[src/rtl/lcd_pkg.sv]
// Shared LCD definitions: reader state encoding, default bus timing, register-select
// constants and the busy-flag bit position.
package lcd_pkg;

  typedef enum logic [3:0] {
    S_IDLE,
    S_TURN,
    S_MSN_EHIGH,
    S_GAP,
    S_LSN_SETUP,
    S_LSN_EHIGH,
    S_RECOVER,
    S_POLL_GAP,
    S_DONE
  } lcd_state_t;

  // Cycle counts common to the read and write engines.
  localparam int T_SETUP_DEF = 2;
  localparam int T_EHIGH_DEF = 12;
  localparam int T_GAP_DEF   = 50;

  localparam logic RS_STATUS = 1'b0;
  localparam logic RS_DATA   = 1'b1;

  localparam int BF_BIT = 7;

  function automatic logic is_ehigh(input lcd_state_t s);
    return (s == S_MSN_EHIGH) || (s == S_LSN_EHIGH);
  endfunction

endpackage

[src/rtl/lcd_sync2.sv]
// Two-flop synchronizer for the asynchronous LCD data pins.
module lcd_sync2 #(
  parameter int WIDTH = 4
) (
  input  logic             clk,
  input  logic             reset,
  input  logic [WIDTH-1:0] d,
  output logic [WIDTH-1:0] q
);

  logic [WIDTH-1:0] meta;

  always_ff @(posedge clk or posedge reset) begin
    if (reset) begin
      meta <= '0;
      q    <= '0;
    end else begin
      meta <= d;
      q    <= meta;
    end
  end

endmodule

[src/rtl/lcd_nibble_reader.sv]
// HD44780 4-bit read engine: two E strobes per byte, upper nibble first, with optional
// busy-flag polling bounded by POLL_MAX status reads.
module lcd_nibble_reader
  import lcd_pkg::*;
#(
  parameter int T_SETUP  = T_SETUP_DEF,
  parameter int T_EHIGH  = T_EHIGH_DEF,
  parameter int T_GAP    = T_GAP_DEF,
  parameter int POLL_MAX = 2000
) (
  input  logic       clk,
  input  logic       reset,
  input  logic       start,
  input  logic       rs,
  input  logic       poll_busy,
  input  logic [3:0] lcd_db_in,
  output logic       lcd_e,
  output logic       lcd_rs,
  output logic       lcd_rw,
  output logic [7:0] data_out,
  output logic       valid,
  output logic       timeout,
  output logic       active,
  output lcd_state_t state
);

  localparam int T_MAX0 = (T_SETUP > T_EHIGH) ? T_SETUP : T_EHIGH;
  localparam int T_MAX  = (T_MAX0 > T_GAP) ? T_MAX0 : T_GAP;
  localparam int CW     = (T_MAX > 1) ? $clog2(T_MAX) : 1;
  localparam int PW     = (POLL_MAX > 1) ? $clog2(POLL_MAX) : 1;
  localparam logic [PW-1:0] POLL_LAST = PW'(POLL_MAX - 1);

  logic [CW-1:0] cnt;
  logic [PW-1:0] poll_cnt;
  logic          rs_q;
  logic          poll_q;
  logic [7:0]    byte_q;
  logic [3:0]    db_sync;

  lcd_sync2 #(.WIDTH(4)) u_sync (
    .clk   (clk),
    .reset (reset),
    .d     (lcd_db_in),
    .q     (db_sync)
  );

  function automatic logic last_cycle(input logic [CW-1:0] c, input int t);
    return c == CW'(t - 1);
  endfunction

  // Handshake: start is a one-sided request sampled only in IDLE; active is the busy
  // indication and valid is a single-cycle completion pulse with no back-pressure.
  always_ff @(posedge clk or posedge reset) begin
    if (reset) begin
      state    <= S_IDLE;
      cnt      <= '0;
      poll_cnt <= '0;
      rs_q     <= 1'b0;
      poll_q   <= 1'b0;
      byte_q   <= 8'h00;
      data_out <= 8'h00;
      timeout  <= 1'b0;
    end else begin
      cnt <= cnt + 1'b1;
      case (state)
        S_IDLE: begin
          cnt <= '0;
          if (start) begin
            state    <= S_TURN;
            rs_q     <= rs;
            poll_q   <= poll_busy;
            timeout  <= 1'b0;
            poll_cnt <= '0;
          end
        end
        S_TURN: if (last_cycle(cnt, T_SETUP)) begin
          state <= S_MSN_EHIGH;
          cnt   <= '0;
        end
        S_MSN_EHIGH: if (last_cycle(cnt, T_EHIGH)) begin
          byte_q[7:4] <= db_sync;
          state       <= S_GAP;
          cnt         <= '0;
        end
        S_GAP: if (last_cycle(cnt, T_GAP)) begin
          state <= S_LSN_SETUP;
          cnt   <= '0;
        end
        S_LSN_SETUP: if (last_cycle(cnt, T_SETUP)) begin
          state <= S_LSN_EHIGH;
          cnt   <= '0;
        end
        S_LSN_EHIGH: if (last_cycle(cnt, T_EHIGH)) begin
          byte_q[3:0] <= db_sync;
          state       <= S_RECOVER;
          cnt         <= '0;
        end
        S_RECOVER: if (last_cycle(cnt, T_SETUP)) begin
          cnt <= '0;
          if (poll_q && (rs_q == RS_STATUS) && byte_q[BF_BIT]) begin
            if (poll_cnt == POLL_LAST) begin
              state    <= S_DONE;
              data_out <= byte_q;
              timeout  <= 1'b1;
            end else begin
              poll_cnt <= poll_cnt + 1'b1;
              state    <= S_POLL_GAP;
            end
          end else begin
            state    <= S_DONE;
            data_out <= byte_q;
          end
        end
        S_POLL_GAP: if (last_cycle(cnt, T_GAP)) begin
          state <= S_TURN;
          cnt   <= '0;
        end
        S_DONE: begin
          state <= S_IDLE;
          cnt   <= '0;
        end
        default: begin
          state <= S_IDLE;
          cnt   <= '0;
        end
      endcase
    end
  end

  // Bus-facing outputs are pure decodes of the state register, so they cannot glitch.
  assign lcd_e  = is_ehigh(state);
  assign lcd_rw = (state != S_IDLE) && (state != S_DONE);
  assign active = (state != S_IDLE);
  assign lcd_rs = active & rs_q;
  assign valid  = (state == S_DONE);

endmodule

[config.mk]
export PLATFORM = sky130hd
export DESIGN_NAME = lcd_nibble_reader
export DESIGN_NICKNAME = d
export VERILOG_FILES = /design/src/rtl/lcd_pkg.sv /design/src/rtl/lcd_sync2.sv /design/src/rtl/lcd_nibble_reader.sv
export SDC_FILE = /design/constraint.sdc
export NUM_CORES = 1
export LEC_CHECK = 0
export CORE_ASPECT_RATIO = 0.7
export CORE_MARGIN = 1
export CORE_UTILIZATION = 49
export DETAILED_ROUTE_END_ITERATION = 8
export PLACE_DENSITY = 0.74
export SLEW_MARGIN = 25
export SYNTH_ARGS = -nofsm -noshare
export SYNTH_HDL_FRONTEND = slang
export SYNTH_SLANG_ARGS = --single-unit
[constraint.sdc]
create_clock -name clk -period 1.8 [get_ports clk]
set_input_delay 0.54 -clock clk [delete_from_list [all_inputs] [get_ports clk]]
set_output_delay 0.54 -clock clk [all_outputs]
set_load 0.01 [all_outputs]
==> flow_summary.toml, run 1 <==
[grt]
grt_pass1_wl_microns = 9600
first_global_vias = 1878
antenna_found_initial = 0
use_met2_pct = 42.5
grt.busiest_layer = "met2"
grtUsageMet1_pct = 38.3
grt_max_degree = 49
gr-usage-all-layers_pct = 27.7
met3_usage_pct = 7.44
grt-ovfl-total = 0

[power_and_ir_drop]
clkPwrFrac_pct = 45.3
vdd_ir_drop_max_mv = 0.511
powerDensity_mw_per_mm2 = 608
p_switching_mw = 0.462
combinationalPowerShare_pct = 3.4
swShare_pct = 21.5
power.share.sequential_pct = 51.3
power.internal_mw = 1.69
power.leakage_nw = 1.61

[detailed_routing]
drc = 0
drtAntennaViolNets = 0
wirelength_microns = 7560
vias = 2050
drt_iter0_drc = 220
dr.pass1.iters = 6
post_drt_wl_per_cell_microns = 22.2
routed_via_density = 6.01

[synth]
ys_types = 49
synthArstFlopShare_pct = 100
synth_top_area_cell = "dfrtp_1"
yosysMostFrequentCell = "dfrtp_1"
ys_warn_count = 0
synth.top_cell.area_share_pct = 53.9
synth.area.top_cells = "dfrtp_1 (54%), mux2_2 (8.6%), nor2_1 (4.2%)"
synth_area_sq_mm = 0.00223
synth_common_cells = "dfrtp_1 (48), nor2_1 (25), mux2_2 (17)"
seq_area_frac_synth_pct = 53.9
ys_ff_latch = 48
synth_edf_count = 0
synth_top_flop_cell = "dfrtp_1"
syn-num-nets = 205
netlist_instances = 193
syn_avg_cell_area_sq_um = 11.5

[floorplan]
die_h_microns = 58.4
floorplan.die_area_sq_mm = 0.00482
io_pins = 27
start_util_pct = 51.1
coreArea_sq_mm = 0.00435
dieWidth_microns = 82.6
row_count = 20

[clock_network]
cts.path.max_buffers = 2
cts_sinks = 48
clock-root-buffer = "clkbuf_8"
numCtsBuffers = 5
clk_pin_slew_worst_paths_ns = 0.11
tritoncts = "done"
ctsHoldBuffers = 0
worstSkewPairLatency_ns = 0.31
cts-htree-levels = 2

[place]
post-dp-hpwl_microns = 3550
postPlaceCellArea_sq_mm = 0.00291
dp_cells = 312
port_buffers = 26
gp_congestion = 0.787

[worst_setup_path]
critPathArrivalTime_ns = 1.57
critPathCaptureType = "primary output"
r2r_cells = 6
endpoint = "lcd_rs"
required_ns = 1.26
r2r_setup_slack_ns = -0.25
reg2reg_from = "poll_cnt[7]"
startpoint_type = "flip-flop"
cp_max_fo = 4
worst-setup-path-type = "reg2out"
worstReg2RegEnd = "data_out[4]"
crit_start = "state[1]"

[layout]
fin_cells = 341
fin_area_sq_mm = 0.00354
diodes = 0
syn_to_final_growth_pct = 58.9
drive_above_1_share_pct = 48.3
fin_nets = 297

[status]
violations = "negative setup slack"
outcome = "finished, violations left"

[timing]
slew_headroom_pct = 72.7
fmax_mhz = 474
fin_ws_ns = -0.312
drv_slew = 0
period_needed_ns = 2.11
min_period_over_period_pct = 117
hold_viol = 0
tightest_slew_ns = 0.408
rsz0062_at_grt = "yes"
setup_viol = 37
fin_skew_ns = 0.0101

[min_path]
min_path_type = "reg2reg"

[run]
drv_cap = 0
-- timing repair --
action,in CTS,in global routing
setup buffers,10,10
setup endpoints to repair,34,37
pin swaps,9,21
gates cloned,1,0
resized for setup,63,46
-- cells in the final DEF (no fill, tap or decap), types with 3 or more instances in the layout --
cell / count
buf_4: 42
nor2_1: 22
nor2_4: 4
nand3b_1: 3
a21oi_2: 4
inv_1: 4
dfrtp_1: 47
or3_1: 3
clkdlybuf4s50_1: 15
buf_6: 19
xnor2_1: 7
mux2_2: 10
mux2_4: 11
xor2_1: 3
clkbuf_8: 5
buf_8: 3
nand2_1: 9
nand3_1: 5
-- state kept, by name (all words and copies together) (netlist names) --
signal and flops:
poll_cnt 11, byte_q 8, data_out 8, cnt 6
state 4, u_sync.meta 4, u_sync.q 4, poll_q 1
rs_q 1, timeout 1
-- cells by family (layout without fill, tap and decap cells) --
kind of cell             after synthesis  count (layout)  share of synthesized area, %
AO/OA/AOI/OAI                         23              23                          7.47
XOR/XNOR                              10              10                          3.93
flip-flops                            48              48                          53.9
buffers and inverters                  9             102                          2.02
AND/OR/NAND/NOR                       77              77                          19.3
adder cells (fa/ha/maj)                3               3                          1.69
multiplexers                          23              23                          11.7
-- metal layers --
layer	wire [microns]	vias up
met2	3540	130
met3	559	43
met1	3080	1014
li1	-	863
met4	384	0
met5	0	-
-- worst max-delay path, stage by stage, from the launching register on --
cell and delay (ns):
dfrtp_1 0.42, or3_4 0.41, nand2b_4 0.18, and2_4 0.15, buf_6 0.11
-- power groups by stage --
stage	registers (mW)	clock network, mW	logic (mW)
6_report	1.10	0.976	0.0736
5_1_grt	1.11	1.01	0.0805
4_1_cts	1.10	0.957	0.0715
3_5_place_dp	1.12	0	0.0698
3_3_place_gp	1.12	0	0.0687
2_1_floorplan	1.12	0	0.0297
-- stage by stage --
stage | power (mW) | utilization [%] | setup WS (ns) | TNS (ns) | hold WS, ns
6_report | 2.15 | 81.3 | -0.312 | -5.12 | 0.357
5_1_grt | 2.20 | 81.3 | -0.340 | -7.05 | 0.365
2_1_floorplan | 1.15 | - | -0.149 | -0.640 | 0.331
3_3_place_gp | 1.19 | 66.9 | -0.290 | -3.73 | 0.333
3_5_place_dp | 1.19 | 66.9 | -0.381 | -4.84 | 0.336
4_1_cts | 2.13 | 75.8 | -0.246 | -2.35 | 0.358
-- layout make-up --
type	count	area (sq um)
Multi-Input combinational cell	136	1270
Clock inverter	3	68.8
Inverter	5	18.8
Timing Repair Buffer	89	845
Clock buffer	5	68.8
Fill cell	217	816
Sequential cell	48	1200
Tap cell	55	68.8
-- how the worst min path moves through the flow --
stage / from / to / slack (ns) / cells after the start
6_report: u_sync.meta[2] / u_sync.q[2] / 0.36 / 0
2_1_floorplan: u_sync.meta[0] / u_sync.q[0] / 0.33 / 0
5_1_grt: u_sync.meta[2] / u_sync.q[2] / 0.37 / 0
3_5_place_dp: u_sync.meta[1] / u_sync.q[1] / 0.34 / 0
4_1_cts: u_sync.meta[1] / u_sync.q[1] / 0.36 / 0
3_3_place_gp: u_sync.meta[3] / u_sync.q[3] / 0.33 / 0
No activity file was read; power rests on OpenSTA's default activity.
==> inputs of run 2 (changes only) <==
CORE_UTILIZATION = 55   (was 49)
PLACE_DENSITY = 0.79   (was 0.74)
clock period = 2.4 ns   (was 1.8 ns; I/O delays follow)
==> run 2 against run 1 <==
Net effect: the run now ends clean; first-iteration DRC count is 14% higher; critical path type unchanged; clock-buffer cell count is the same; sequential share of layout area up 9.2 points; hold slack got worse by 0.0018 ns; highest routed layer unchanged; largest cell class is now registers.
==> flow_summary.toml, run 2 (synthesized netlist as in run 1, its figures left out) <==
[detailed_routing]
vias = 1711
drc = 0
routed_via_density = 5.94
drtAntennaViolNets = 0
post_drt_wl_per_cell_microns = 16.8
drt_iter0_drc = 250
dr.pass1.iters = 5
wirelength_microns = 4830

[timing]
fin_skew_ns = 0.00722
drv_slew = 0
slew_headroom_pct = 65.8
rsz0062_at_grt = "no"
fin_ws_ns = 0.0389
period_needed_ns = 2.36
tightest_slew_ns = 0.511
fmax_mhz = 424
hold_viol = 0
setup_viol = 0
min_period_over_period_pct = 98.4
hold_ws_ns = 0.355
tns_ns = 0

[min_path]
hold_depth = 0
hold_start = "u_sync.meta[0]"
hold_path_end = "u_sync.q[0]"
min_path_type = "reg2reg"

[status]
outcome = "finished clean"

[power_and_ir_drop]
power.leakage_nw = 1.29
powerDensity_mw_per_mm2 = 556
vdd_ir_drop_max_mv = 0.449
power_mw = 1.55

[layout]
diodes = 0
drive_above_1_share_pct = 21.0
fin_nets = 250
nFillCells = 237
reg_top3 = "poll_cnt (11), byte_q (8), data_out (8)"
multiInputGateArea_sq_um = 987
top_register = "poll_cnt"
final_common_cell = "dfrtp_1"
largest_register_ffs = 11
final_util_pct = 75.4
fin_area_sq_mm = 0.00278
final_cell_mix = "dfrtp_1 (48), nor2_1 (25), clkdlybuf4s50_1 (22), mux2_2 (17), buf_4 (15)"
regArea_sq_mm = 0.00120
syn_to_final_growth_pct = 25.0
fin_cells = 288

[clock_network]
cts-htree-levels = 2
numCtsBuffers = 5
clock-root-buffer = "clkbuf_8"
ctsHoldBuffers = 0
cts.path.max_buffers = 2
worstSkewPairLatency_ns = 0.30
cts_sinks = 48
tritoncts = "done"
clk_pin_slew_worst_paths_ns = 0.09

[worst_setup_path]
crit_buf_inv = 3
critPathCaptureType = "primary output"
critPathMaxStageDelay_ns = 0.42
cp_slowest_cell = "dfrtp_1"
worst-setup-path-type = "reg2out"
r2r_setup_slack_ns = 0.23
critPathArrivalTime_ns = 1.64
cp_max_fo = 4
path_depth = 5
critPathTopFamily = "buffers and inverters"
startpoint_type = "flip-flop"
cp_cell_sequence = "buf_4 -> nor4bb_1 -> buf_4 -> or2_2 -> clkdlybuf4s15_1"
required_ns = 1.68
reg2reg_from = "state[0]"
cpMostUsedCell = "buf_4"
r2r_cells = 6
worstReg2RegEnd = "data_out[1]"

[floorplan]
floorplan.die_area_sq_mm = 0.00431
row_count = 18
coreArea_sq_mm = 0.00369
die_h_microns = 55.2
io_pins = 27
start_util_pct = 60.3
dieWidth_microns = 78.1

[grt]
grt_max_degree = 49
antenna_found_initial = 0
use_met2_pct = 37.0
grt.busiest_layer = "met2"
grt_pass1_wl_microns = 7910
grt-ovfl-total = 0
met3_usage_pct = 6.78
grtUsageMet1_pct = 31.6
gr-usage-all-layers_pct = 23.8
first_global_vias = 1744

[place]
postPlaceCellArea_sq_mm = 0.00263
gp_congestion = 0.878
place_ws_ns = 0.0450
post-dp-hpwl_microns = 3220
port_buffers = 26
dp_cells = 277

[run]
drv_cap = 0
[run 2: cell types whose count changed in the layout (fill, tap and decap cells not counted), moves of 3 or more]
cell             previous run  this run
a21oi_1                     2         6
a21oi_2                     4         0
buf_4                      42        15
buf_6                      19         0
buf_8                       3         0
clkdlybuf4s50_1            15        22
mux2_1                      0         3
mux2_2                     10        17
mux2_4                     11         1
nor2_1                     22        25
nor2_4                      4         0
o21ai_0                     2         5
[run 2: power by group]
part | total, mW | internal, mW | switching (mW)
clock network | 0.675 | 0.410 | 0.265
logic | 0.0474 | 0.0236 | 0.0238
registers | 0.826 | 0.821 | 0.00584
[run 2: final cells by class]
cell class	instances	share of cell area (%)
Clock buffer	5	2.47
Clock inverter	2	2.16
Inverter	5	0.674
Multi-Input combinational cell	136	35.5
Sequential cell	48	43.1
Tap cell	50	2.25
Timing Repair Buffer	42	13.8
[run 2: metal layers]
| layer | up-vias | part of all wire (%) |
|---|---|---|
| met5 | - | 0 |
| met4 | 0 | 1.3 |
| met3 | 14 | 9.3 |
| met2 | 107 | 46 |
| met1 | 822 | 44 |
| li1 | 768 | - |
[run 2: repair_timing]
item / 4_1_cts / 5_1_grt
gates resized for setup: 6 / 2
gates cloned: 0 / 0
setup buffers: 2 / 2
pin swaps: 0 / 0
setup endpoints to repair: 4 / 2
[run 2: worst max path at each step]
stage	start	to
floorplan	state[0]	lcd_rs
global placement	state[0]	lcd_rs
detailed placement	start	poll_cnt[4]
CTS	state[0]	lcd_e
global route	state[1]	lcd_e
finish	state[0]	lcd_e
